`src/rtl/lsu_hs.sv`:
```
// Handshaked LSU: OUT/IN/unmapped/misaligned accesses finish in 2 cycles (o_done after accept); DMEM waits on i_mem_ack.
// Requests are taken only in IDLE and o_busy stalls the core; LSU_TIMEOUT_EN builds the ack timeout abort.
module lsu_hs #(
  parameter int N_OUT_WORDS = 16,
  parameter int N_IN_WORDS  = 2,
  parameter int DMEM_AW     = 13,
  parameter int TIMEOUT     = 255
) (
  input  logic                      i_clk,
  input  logic                      i_rst,
  input  logic                      i_req_valid,
  input  logic                      i_wren,
  input  logic [2:0]                i_func3,
  input  logic [31:0]               i_addr,
  input  logic [31:0]               i_st_data,
  output logic                      o_busy,
  output logic                      o_done,
  output logic [31:0]               o_ld_data,
  output logic                      o_misalign,
  output logic                      o_timeout,
  output logic [DMEM_AW-1:0]        o_mem_addr,
  output logic [31:0]               o_mem_wdata,
  output logic [3:0]                o_mem_bmask,
  output logic                      o_mem_wren,
  output logic                      o_mem_rden,
  input  logic [31:0]               i_mem_rdata,
  input  logic                      i_mem_ack,
  input  logic [31:0]               i_io_sw,
  input  logic [31:0]               i_io_btn,
  output logic [32*N_OUT_WORDS-1:0] o_io_out
);

  typedef enum logic [1:0] {IDLE, MEM, DONE} state_t;

  localparam logic [15:0] TO_LAST = 16'(TIMEOUT - 1);

  state_t      state;
  logic [31:0] sw_q, btn_q;
  logic [31:0] out_q [N_OUT_WORDS];
  logic [1:0]  b_q;
  logic [2:0]  f3_q;

  logic [1:0]  size, b;
  logic        misal, is_dmem, is_out, is_in;
  logic [3:0]  st_mask;
  logic [31:0] st_wdata, out_rd, in_rd;
  logic [3:0]  out_idx;
  logic [2:0]  in_idx;

  assign size    = i_func3[1:0];
  assign b       = i_addr[1:0];
  assign is_dmem = (i_addr[15:13] == 3'b001);
  assign is_out  = (i_addr[15:6] == 10'h1C0);
  assign is_in   = (i_addr[15:5] == 11'h3C0);
  assign out_idx = i_addr[5:2] & 4'(N_OUT_WORDS - 1);
  assign in_idx  = i_addr[4:2];

  function automatic logic [31:0] extract(input logic [31:0] w, input logic [1:0] sb,
                                          input logic [2:0] f3);
    logic [31:0] sh;
    sh = w >> {sb, 3'b000};
    case (f3[1:0])
      2'b00:   extract = f3[2] ? {24'h0, sh[7:0]}  : {{24{sh[7]}}, sh[7:0]};
      2'b01:   extract = f3[2] ? {16'h0, sh[15:0]} : {{16{sh[15]}}, sh[15:0]};
      default: extract = sh;
    endcase
  endfunction

  always_comb begin
    misal    = 1'b0;
    st_mask  = 4'b0000;
    st_wdata = i_st_data;
    case (size)
      2'b00: begin st_mask = 4'b0001 << b; st_wdata = {4{i_st_data[7:0]}}; end
      2'b01: begin
        misal    = b[0];
        st_mask  = b[1] ? 4'b1100 : 4'b0011;
        st_wdata = {2{i_st_data[15:0]}};
      end
      2'b10: begin misal = |b; st_mask = 4'b1111; end
      default: misal = 1'b1;
    endcase
  end

  always_comb begin
    out_rd = '0;
    for (int k = 0; k < N_OUT_WORDS; k++)
      if (out_idx == 4'(k)) out_rd = out_q[k];
    in_rd = '0;
    if (in_idx == 3'd0 && N_IN_WORDS > 0) in_rd = sw_q;
    if (in_idx == 3'd1 && N_IN_WORDS > 1) in_rd = btn_q;
  end

  for (genvar g = 0; g < N_OUT_WORDS; g++) begin : g_out
    assign o_io_out[32*g +: 32] = out_q[g];
  end

`ifdef LSU_TIMEOUT_EN
  logic [15:0] to_cnt;
  logic        to_q;
  assign o_timeout = to_q;
`else
  assign o_timeout = 1'b0;
`endif

  logic unused_ok;
  assign unused_ok = ^{i_addr[31:16], TO_LAST};

  always_ff @(posedge i_clk) begin
    if (i_rst) begin
      state       <= IDLE;
      sw_q        <= '0;
      btn_q       <= '0;
      b_q         <= '0;
      f3_q        <= '0;
      o_busy      <= 1'b0;
      o_done      <= 1'b0;
      o_ld_data   <= '0;
      o_misalign  <= 1'b0;
      o_mem_addr  <= '0;
      o_mem_wdata <= '0;
      o_mem_bmask <= '0;
      o_mem_wren  <= 1'b0;
      o_mem_rden  <= 1'b0;
      for (int k = 0; k < N_OUT_WORDS; k++) out_q[k] <= '0;
`ifdef LSU_TIMEOUT_EN
      to_cnt      <= '0;
      to_q        <= 1'b0;
`endif
    end else begin
      sw_q   <= i_io_sw;
      btn_q  <= i_io_btn;
      o_done <= 1'b0;
      case (state)
        IDLE: if (i_req_valid) begin
          b_q  <= b;
          f3_q <= i_func3;
          if (misal || !is_dmem) begin
            // Single-cycle path: side effect and result both land on this edge.
            state      <= DONE;
            o_done     <= 1'b1;
            o_misalign <= misal;
            o_ld_data  <= '0;
            if (!misal && !i_wren) begin
              if (is_out)     o_ld_data <= extract(out_rd, b, i_func3);
              else if (is_in) o_ld_data <= extract(in_rd, b, i_func3);
            end
            if (!misal && i_wren && is_out)
              for (int k = 0; k < N_OUT_WORDS; k++)
                if (out_idx == 4'(k))
                  for (int j = 0; j < 4; j++)
                    if (st_mask[j]) out_q[k][8*j +: 8] <= st_wdata[8*j +: 8];
          end else begin
            state       <= MEM;
            o_busy      <= 1'b1;
            o_mem_addr  <= {i_addr[DMEM_AW-1:2], 2'b00};
            o_mem_wdata <= st_wdata;
            o_mem_bmask <= st_mask;
            o_mem_wren  <= i_wren;
            o_mem_rden  <= !i_wren;
`ifdef LSU_TIMEOUT_EN
            to_cnt      <= '0;
`endif
          end
        end
        MEM: begin
          if (i_mem_ack) begin
            state      <= DONE;
            o_done     <= 1'b1;
            o_busy     <= 1'b0;
            o_mem_wren <= 1'b0;
            o_mem_rden <= 1'b0;
            o_ld_data  <= o_mem_rden ? extract(i_mem_rdata, b_q, f3_q) : '0;
          end
`ifdef LSU_TIMEOUT_EN
          else if (to_cnt == TO_LAST) begin
            state      <= DONE;
            o_done     <= 1'b1;
            o_busy     <= 1'b0;
            o_mem_wren <= 1'b0;
            o_mem_rden <= 1'b0;
            o_ld_data  <= '0;
            to_q       <= 1'b1;
          end else begin
            to_cnt <= to_cnt + 16'd1;
          end
`endif
        end
        default: begin
          state      <= IDLE;
          o_ld_data  <= '0;
          o_misalign <= 1'b0;
`ifdef LSU_TIMEOUT_EN
          to_q       <= 1'b0;
`endif
        end
      endcase
    end
  end

endmodule

```
`config.mk`:
```
export PLATFORM = sky130hd
export DESIGN_NAME = lsu_hs
export DESIGN_NICKNAME = d
export VERILOG_FILES = /design/src/rtl/lsu_hs.sv
export SDC_FILE = /design/constraint.sdc
export NUM_CORES = 1
export LEC_CHECK = 0
export BUFFER_PORTS_ARGS = -buffer_cell sky130_fd_sc_hd__buf_2
export CORE_AREA = 2 2 296 298
export CTS_BUF_LIST = sky130_fd_sc_hd__clkbuf_4
export DETAILED_ROUTE_END_ITERATION = 16
export DIE_AREA = 0 0 298 300
export GPL_TIMING_DRIVEN = 0
export PLACE_DENSITY = 0.65
export SETUP_SLACK_MARGIN = 0.1
export SLEW_MARGIN = 15
export SYNTH_ARGS = -nofsm -noshare
export SYNTH_HDL_FRONTEND = slang
export SYNTH_SLANG_ARGS = --single-unit
```
`constraint.sdc`:
```
create_clock -name i_clk -period 7.55 [get_ports i_clk]
set_input_delay 0 -clock i_clk [delete_from_list [all_inputs] [get_ports i_clk]]
set_output_delay 0 -clock i_clk [all_outputs]
set_load 0.005 [all_outputs]
```
==> results.md, run 1 <==
* Run status: completed
* Worst slew margin relative to its limit at 2.18%
* Share of the cycle needed by the critical path after routing at 60.5%
* Overflow left after global routing at 0
* Per-cell via count in the routed design at 6.11
* Area share of fa/ha/maj cells after synthesis at 0%
* Final Hold Viols at 0
* First-pass GRT wire length at 257000 um
* Clock Tree Buf Depth at 3
* # Post-CTS Setup Buffers at 0
* Leakage power summed over all cells at 17.0 nW
* Number of antenna violations at the first check in global routing at 16
* Actual transition at the worst max-transition pin at 1470 ps
* Clock tree from TritonCTS: yes
* Class of the worst hold path: input port to register
* Drt first pass iters at 9
* Clock root cell: clkbuf_4
* Detail Route Antenna Nets at 0
* Finished Core Util at 48.7%
* Vias in the first global route at 31500
* WP data required at 8600 ps
* Share of cell area taken by muxes after synthesis at 6.00%
* Setup violators final at 0
* Pwr Density at 217 nW/um^2
* Overall die width at 298 um
* EDFF count, synth at 512
* Maximum fanout count along the critical path at 10
* Port Buffers at 743
* Total power after layout at 0.00914 W
* Final wirelength at 194000 um
* Mean area per synthesized cell at 10.9 sq um
* Seq cells post-synth at 667
* Async set or reset register ratio after synthesis at 0%
* Share of the yosys chip area belonging to registers at 59.1%
* Total routing usage reported by global routing at 41.9%
* Fin Clk Skew at 129 ps
* Remaining design rule violation count at 0
* Combinational family with the most area after synthesis: compound AO/OA/AOI/OAI gates
* Min Tclk post-route at 4570 ps
* Nets at 4272
* Routability Congestion at 1.02
* Total area of multi-input combinational cells at 11500 sq um
* Simple-gate portion of the synthesized area at 14.9%
* Count of hold buffers inserted by post-cts repair at 324
* Post-CTS sizing at 0
* Number of max-capacitance violations reported at 0
* Area overhead of the layout relative to synthesis at 34.5%
* Xor/xnor cell area share of the yosys netlist at 0%
* H-tree levels at 4
* Worst voltage drop across the vdd grid at 0.000136 V
* Setup repair after global routing missed its margin: false
* Primary FF master, synth: edfxtp_1
* Vias after detailed routing at 33000
* # IOs at 767
* Arrival @ worst endpoint at 5620 ps
* WS Path Type: input port to register
* Final-layout fill cell count at 8127
* Fraction of final layout cells sized beyond drive strength 1 at 29.0%
* Worst hold margin at 59.1 ps
* Element type at the critical path end: register
* Count of warnings emitted by yosys at 0
* Hpwl dp at 145000 um
* Worst-case setup margin in the final layout at 2980 ps
* Largest net degree at the start of global routing at 17
* Number of library cell types mapped by synthesis at 103
* Clock Sinks at 667
* Placeable Area at 86200 sq um
* Area enclosed by the die boundary at 89400 sq um
* Post-DR wirelength/cell at 35.9 um
* Row count at 108
* Worst-path clk slew at 70 ps
* Max Transition Viols Final at 0
* Gate count after technology mapping at 2854
* Compound-gate portion of the synthesized area at 15.8%
* Detailed Route Iter0 Violations at 5131
* Element type at the critical path start: input port
* Pre-CTS WS at 2970 ps
* Register Area at 18500 sq um
* Synth Cell Area at 31200 sq um
* Vertical extent of the die at 300 um
* Final TNS setup at 0 ps
* Initial Utilization at 36.2%
* Timing-limited maximum frequency at 219 MHz
* TritonCTS buffer count at 178
* Source-to-sink clock delay at the later pin of the worst-skew pair at 1210 ps
-- flip-flops by register name, indices dropped and copies added, names as in the netlist, 2 cells and up --
register	count
out_q	512
btn_q	32
o_ld_data	32
o_mem_wdata	32
sw_q	32
o_mem_addr	11
o_mem_bmask	4
f3_q	3
b_q	2
state	2
-- metal layers --
metal,share of wire [%],wire (um),up-vias,GRT usage (%)
met5,0.043,83,-,0
met4,9.0,17500,12,30.6
met3,16,30700,765,20.2
met2,41,80500,3164,60.4
met1,34,65400,16000,48.3
li1,-,-,13100,-
-- layout make-up --
cell class	instances	share of cell area, %
Tap cell	1155	3.44
Clock inverter	64	0.997
Buffer	230	2.66
Antenna cell	11	0.0655
Clock buffer	251	4.48
Inverter	45	0.402
Sequential cell	667	44.0
Multi-Input combinational cell	1914	27.4
Timing Repair Buffer	1068	16.6
-- logic make-up (layout without fill, tap and decap cells) --
kind of cell           after synthesis  in the layout
DFF                                667            667
other                                1             14
and+or+nand+nor                   1016           1016
muxes                              152            152
buffers and inverters              275           1658
AOI/OAI and AO/OA                  743            743
-- cell usage in the layout (no fill, tap or decap), drive strengths merged, types with 38 or more instances in the layout --
cell type      n
a211oi        38
a21oi        215
a221oi        38
a22oi         43
buf          835
clkbuf       390
clkinv        51
dfxtp        155
dlygate4sd3  324
edfxtp       512
inv           51
mux2          39
mux2i         89
nand2        231
nand2b        66
nor2         486
nor2b         87
o21ai        147
o22ai         42
-- power by group --
| part | leakage, nW | switching [W] | internal (W) |
|---|---|---|---|
| clock | 1.35 | 0.00171 | 0.00168 |
| combinational | 9.24 | 0.000953 | 0.000476 |
| sequential | 6.46 | 0.000180 | 0.00414 |
-- critical path, cell delays in order --
cell and delay (ps):
dlygate4sd3_1 590, buf_2 150, buf_6 150, buf_6 220, buf_4 310, buf_4 390
buf_4 440, buf_2 590, a21oi_1 80, o311ai_0 1030, a21oi_1 540, a311oi_1 600
a31oi_1 250, nor3_1 200
-- cell usage after synthesis, types with 8 or more instances --
cell | number | area, sq um
nand2b_1 | 66 | 413
mux4_2 | 24 | 541
nand2_1 | 230 | 863
o22ai_1 | 42 | 263
a22oi_1 | 41 | 308
nand3_1 | 29 | 145
mux2i_1 | 89 | 891
or2_2 | 30 | 188
o221ai_1 | 17 | 149
buf_6 | 8 | 90.1
dfxtp_1 | 155 | 3100
buf_2 | 41 | 205
clkbuf_1 | 139 | 522
nor3_1 | 21 | 105
a21o_1 | 30 | 225
edfxtp_1 | 512 | 15400
nor2b_1 | 86 | 538
buf_1 | 10 | 37.5
a21oi_1 | 214 | 1070
nor2_1 | 482 | 1810
a221o_1 | 14 | 140
o21ai_0 | 146 | 731
buf_4 | 30 | 225
o21a_1 | 9 | 67.6
nand3b_1 | 10 | 75.1
inv_1 | 43 | 161
a211oi_1 | 38 | 285
o211ai_1 | 17 | 128
mux2_2 | 37 | 417
a211o_1 | 12 | 105
a31oi_1 | 25 | 156
a221oi_1 | 34 | 298
-- through the flow --
stage | cells | cell area (sq um)
floorplan | 2856 | 31200
global placement | 4754 | 36400
detailed placement | 4755 | 36400
CTS | 5394 | 42000
global route | 5402 | 42000
finish | 5405 | 42000
-- path summary, 6_finish.rpt --
kind / cells past startpoint / to / from / slack, ps
max: 14 / o_ld_data[2]$_SDFFE_PP0P_ / i_addr[2] / 2980
min: 5 / out_q[1][58]$_SDFFCE_PN0P_ / i_addr[4] / 60
max reg2reg: 9 / o_ld_data[8]$_SDFFE_PP0P_ / out_q[1][207]$_DFFE_PP_ / 3360
min reg2reg: 2 / o_mem_addr[4]$_SDFFE_PP0P_ / o_mem_addr[4]$_SDFFE_PP0P_ / 460
No activity file was read; power rests on OpenSTA's default activity.
==> run 2, diff against run 1 <==
--- a/config.mk
+++ b/config.mk
@@ -5,13 +5,14 @@
 export SDC_FILE = /design/constraint.sdc
 export NUM_CORES = 1
 export LEC_CHECK = 0
+export ABC_AREA = 1
 export BUFFER_PORTS_ARGS = -buffer_cell sky130_fd_sc_hd__buf_2
-export CORE_AREA = 2 2 296 298
+export CORE_AREA = 2 2 302 304
 export CTS_BUF_LIST = sky130_fd_sc_hd__clkbuf_4
 export DETAILED_ROUTE_END_ITERATION = 16
-export DIE_AREA = 0 0 298 300
+export DIE_AREA = 0 0 304 306
 export GPL_TIMING_DRIVEN = 0
-export PLACE_DENSITY = 0.65
+export PLACE_DENSITY = 0.63
 export SETUP_SLACK_MARGIN = 0.1
 export SLEW_MARGIN = 15
 export SYNTH_ARGS = -nofsm -noshare
==> constraint.sdc (replaced) <==
create_clock -name i_clk -period 3.65 [get_ports i_clk]
set_input_delay 0 -clock i_clk [delete_from_list [all_inputs] [get_ports i_clk]]
set_output_delay 0 -clock i_clk [all_outputs]
set_load 0.005 [all_outputs]
==> results.md, run 2 <==
* Fin cells at 5836 (was 5405)
* Share of the cycle needed by the critical path after routing at 99.1%
* Worst slew margin relative to its limit at 15.1% (was 2.18%)
* Initial Utilization at 33.0% (was 36.2%)
* Port Buffers at 744 (was 743)
* Timing-limited maximum frequency at 276 MHz
* H-tree levels at 4 (unchanged)
* Slack of the worst reg-to-reg path at 160 ps (was 3360 ps)
* Leading cell type in the layout, fill and taps excluded: nand2_1 (was buf_2)
* Source-to-sink clock delay at the later pin of the worst-skew pair at 1100 ps (was 1210 ps)
* Finished Core Util at 45.9% (was 48.7%)
* Async set or reset register ratio after synthesis at 0% (unchanged)
* Synth area leader: edfxtp_1 (unchanged)
* Global routing met3 resource utilization at 10.4% (was 20.2%)
* Worst R2R End: out_q[1][250]$_DFFE_PP_ (was o_ld_data[8]$_SDFFE_PP0P_)
* EDFF count, synth at 512 (unchanged)
* Post-DR wirelength/cell at 28.2 um (was 35.9 um)
* Vias in the first global route at 30700 (was 31500)
* Max Transition Viols Final at 0 (unchanged)
* Gate count after technology mapping at 3190 (was 2854)
* Clock Sinks at 667 (unchanged)
* Commonest non-fill, non-tap cells in the layout: nand2_1 (810), buf_2 (767), nor2_1 (523) (was buf_2 (785), edfxtp_1 (512), nor2_1 (482))
* Detail Route Antenna Nets at 0 (unchanged)
* WS Path Type: input port to register (unchanged)
* Final Hold Viols at 0 (unchanged)
* Area enclosed by the die boundary at 93000 sq um (was 89400 sq um)
* Detailed Route Iter0 Violations at 4141 (was 5131)
* Vias after detailed routing at 31800 (was 33000)
* Count of warnings emitted by yosys at 0 (unchanged)
* Element type at the critical path end: register (unchanged)
* Worst-path clk slew at 60 ps (was 70 ps)
* Total routing usage reported by global routing at 34.3% (was 41.9%)
* Drt first pass iters at 6 (was 9)
* Number of max-capacitance violations reported at 0 (unchanged)
* Hold EP: o_ld_data[20]$_SDFFE_PP0P_ (was out_q[1][58]$_SDFFCE_PN0P_)
* Arrival @ worst endpoint at 4590 ps (was 5620 ps)
* Number of antenna violations at the first check in global routing at 18 (was 16)
* Placeable Area at 89600 sq um (was 86200 sq um)
* Clock tree from TritonCTS: yes (unchanged)
* Primary FF master, synth: edfxtp_1 (unchanged)
* Clock root cell: clkbuf_4 (unchanged)
* Setup repair after global routing missed its margin: true (was false)
* Remaining design rule violation count at 0 (unchanged)
* Worst hold margin at 156 ps (was 59.1 ps)
* Number of library cell types mapped by synthesis at 49 (was 103)
* Final wirelength at 164000 um (was 194000 um)
* TritonCTS buffer count at 180 (was 178)
* Per-cell via count in the routed design at 5.45 (was 6.11)
* Area overhead of the layout relative to synthesis at 39.3% (was 34.5%)
* Hold Path Depth at 11 (was 5)
* First-pass GRT wire length at 225000 um (was 257000 um)
* Launching point of the worst reg2reg path: state[1]$_SDFFE_PP0P_ (was out_q[1][207]$_DFFE_PP_)
* Run status: completed (unchanged)
* Min Tclk post-route at 3620 ps
* Setup violators final at 0 (unchanged)
* Hpwl dp at 124000 um (was 145000 um)
* Number of flip-flops under the largest register name at 512 (unchanged)
* Pwr Density at 445 nW/um^2 (was 217 nW/um^2)
* Fraction of final layout cells sized beyond drive strength 1 at 26.1% (was 29.0%)
* Register-to-Register Path Depth at 7 (was 9)
* Mean area per synthesized cell at 9.26 sq um (was 10.9 sq um)
* Cell Count Post-Placement at 5130 (was 4755)
* Share of the yosys chip area belonging to registers at 62.5% (was 59.1%)
* WP data required at 4620 ps (was 8600 ps)
* Overflow left after global routing at 0 (unchanged)
* Maximum fanout count along the critical path at 10 (unchanged)
* Largest net degree at the start of global routing at 17 (unchanged)
* Class of the worst hold path: input port to register (unchanged)
* Busiest metal layer after global routing: met2 (unchanged)
* Top cells by instance count after synthesis: nand2_1 (826), nor2_1 (536), edfxtp_1 (512) (was edfxtp_1 (512), nor2_1 (482), nand2_1 (230))
* Worst voltage drop across the vdd grid at 0.000297 V (was 0.000136 V)
* Element type at the critical path start: input port (unchanged)
* Routability Congestion at 0.978 (was 1.02)
* Row count at 110 (was 108)
* GR Layer Usage met2 at 49.8% (was 60.4%)
* Vertical extent of the die at 306 um (was 300 um)
* Fin Clk Skew at 92.0 ps (was 129 ps)
* Seq cells post-synth at 667 (unchanged)
* # IOs at 767 (unchanged)
* Dominant cell by count in the synthesized netlist: nand2_1 (was edfxtp_1)
* Min-Delay Startpoint: i_mem_rdata[15] (was i_addr[4])
* Most area-consuming cells after synthesis: edfxtp_1 (52%), dfxtp_1 (11%), nand2_1 (10%) (was edfxtp_1 (49%), dfxtp_1 (9.9%), nor2_1 (5.8%))
* Nets at 4686 (was 4272)
* Synth Cell Area at 29500 sq um (was 31200 sq um)
* Share of the synthesized area in the top cell type at 52.0% (was 49.2%)
* Overall die width at 304 um (was 298 um)
* Leakage power summed over all cells at 18.0 nW (was 17.0 nW)
* Actual transition at the worst max-transition pin at 1270 ps (was 1470 ps)
* Clock Tree Buf Depth at 3 (unchanged)
* Most flop-heavy register: out_q (unchanged)
* Final TNS setup at 0 ps (unchanged)
* Routing usage on met1 at 45.6% (was 48.3%)
* Total power after layout at 0.0183 W (was 0.00914 W)
## run 2: cell types whose count changed in the layout (fill, tap and decap cells not counted), moves of 28 or more
cell,change
nor2_1,+41
nand2b_1,-66
dlygate4sd3_1,+49
nand3_1,+92
mux2i_1,-83
inv_1,+118
mux2_2,-37
a211oi_1,-37
a21o_1,-29
o21ai_1,+31
nor2b_1,-86
nand4_1,+52
clkinv_1,+28
nand2_1,+580
## run 2: worst max-delay path: stages
cell and delay, ps:
buf_2 170, dlygate4sd3_1 630, inv_2 110, nand2_2 120
nor2_4 240, clkbuf_1 720, nand2_1 110, nand3_1 130
a221oi_1 70, nand3_1 90, o21ai_0 130, nand3_1 140
o22ai_1 110, nand4_1 140, nor2_1 80, a22oi_1 530
nand2_1 100, nand2_1 100, nand2_1 110, a21oi_1 150
dlygate4sd3_1 570
## run 2: power breakdown
group | leakage [nW] | internal, W | switching (W)
Sequential | 6.46 | 0.00857 | 0.000290
Clock | 1.34 | 0.00344 | 0.00343
Combinational | 10.2 | 0.000881 | 0.00172
Total | 18.0 | 0.0129 | 0.00543
## run 2: what timing repair did
item,CTS,global route
gates resized for setup,5,56
pin swaps,0,11
endpoints found under the hold margin,754,0
setup buffers,0,8
hold buffers,374,0
gates cloned,0,1
endpoints found under the setup margin,377,400
## run 2: routing by layer
layer / part of all wire, % / wire, um / up-vias
li1: - / - / 13500
met1: 40 / 66400 / 15300
met2: 43 / 69900 / 2329
met3: 11 / 18300 / 575
met4: 6.0 / 9800 / 8
met5: 0.030 / 49 / -
## run 2: cell families after synthesis
group,synth area share (%)
compound gates,9.60
buf+inv,4.84
flops,62.5
mux,0.203
other cells,0.0127
simple gates,22.8
## run 2: metrics by stage
step / area [sq um] / worst slack, ps
final: 41200 / 33.0
after global routing: 41200 / 13.7
after CTS: 41000 / 120
after detailed placement: 34900 / -644
after global placement: 34800 / -902
after floorplan: 29600 / 1160
## run 2: area by class of cell
| class | instances | area (sq um) |
|---|---|---|
| inverter | 200 | 751 |
| fill | 8591 | 48400 |
| antenna | 11 | 27.5 |
| multi-input combinational | 2158 | 9790 |
| clock buffer | 254 | 1910 |
| tap | 1176 | 1470 |
| clock inverter | 59 | 372 |
| sequential | 667 | 18500 |
| timing repair buffer | 1144 | 7670 |
| buffer | 167 | 697 |
## run 2: worst max path at each step
stage / startpoint / end / depth (start not counted)
floorplan: state[1]$_SDFFE_PP0P_ / out_q[1][100]$_DFFE_PP_ / 7
global placement: i_addr[0] / out_q[1][112]$_DFFE_PP_ / 8
detailed placement: i_addr[5] / o_ld_data[5]$_SDFFE_PP0P_ / 19
CTS: out_q[0][87]$_SDFFCE_PN0P_ / o_ld_data[16]$_SDFFE_PP0P_ / 19
global route: i_addr[4] / o_ld_data[2]$_SDFFE_PP0P_ / 21
finish: i_addr[4] / o_ld_data[2]$_SDFFE_PP0P_ / 21
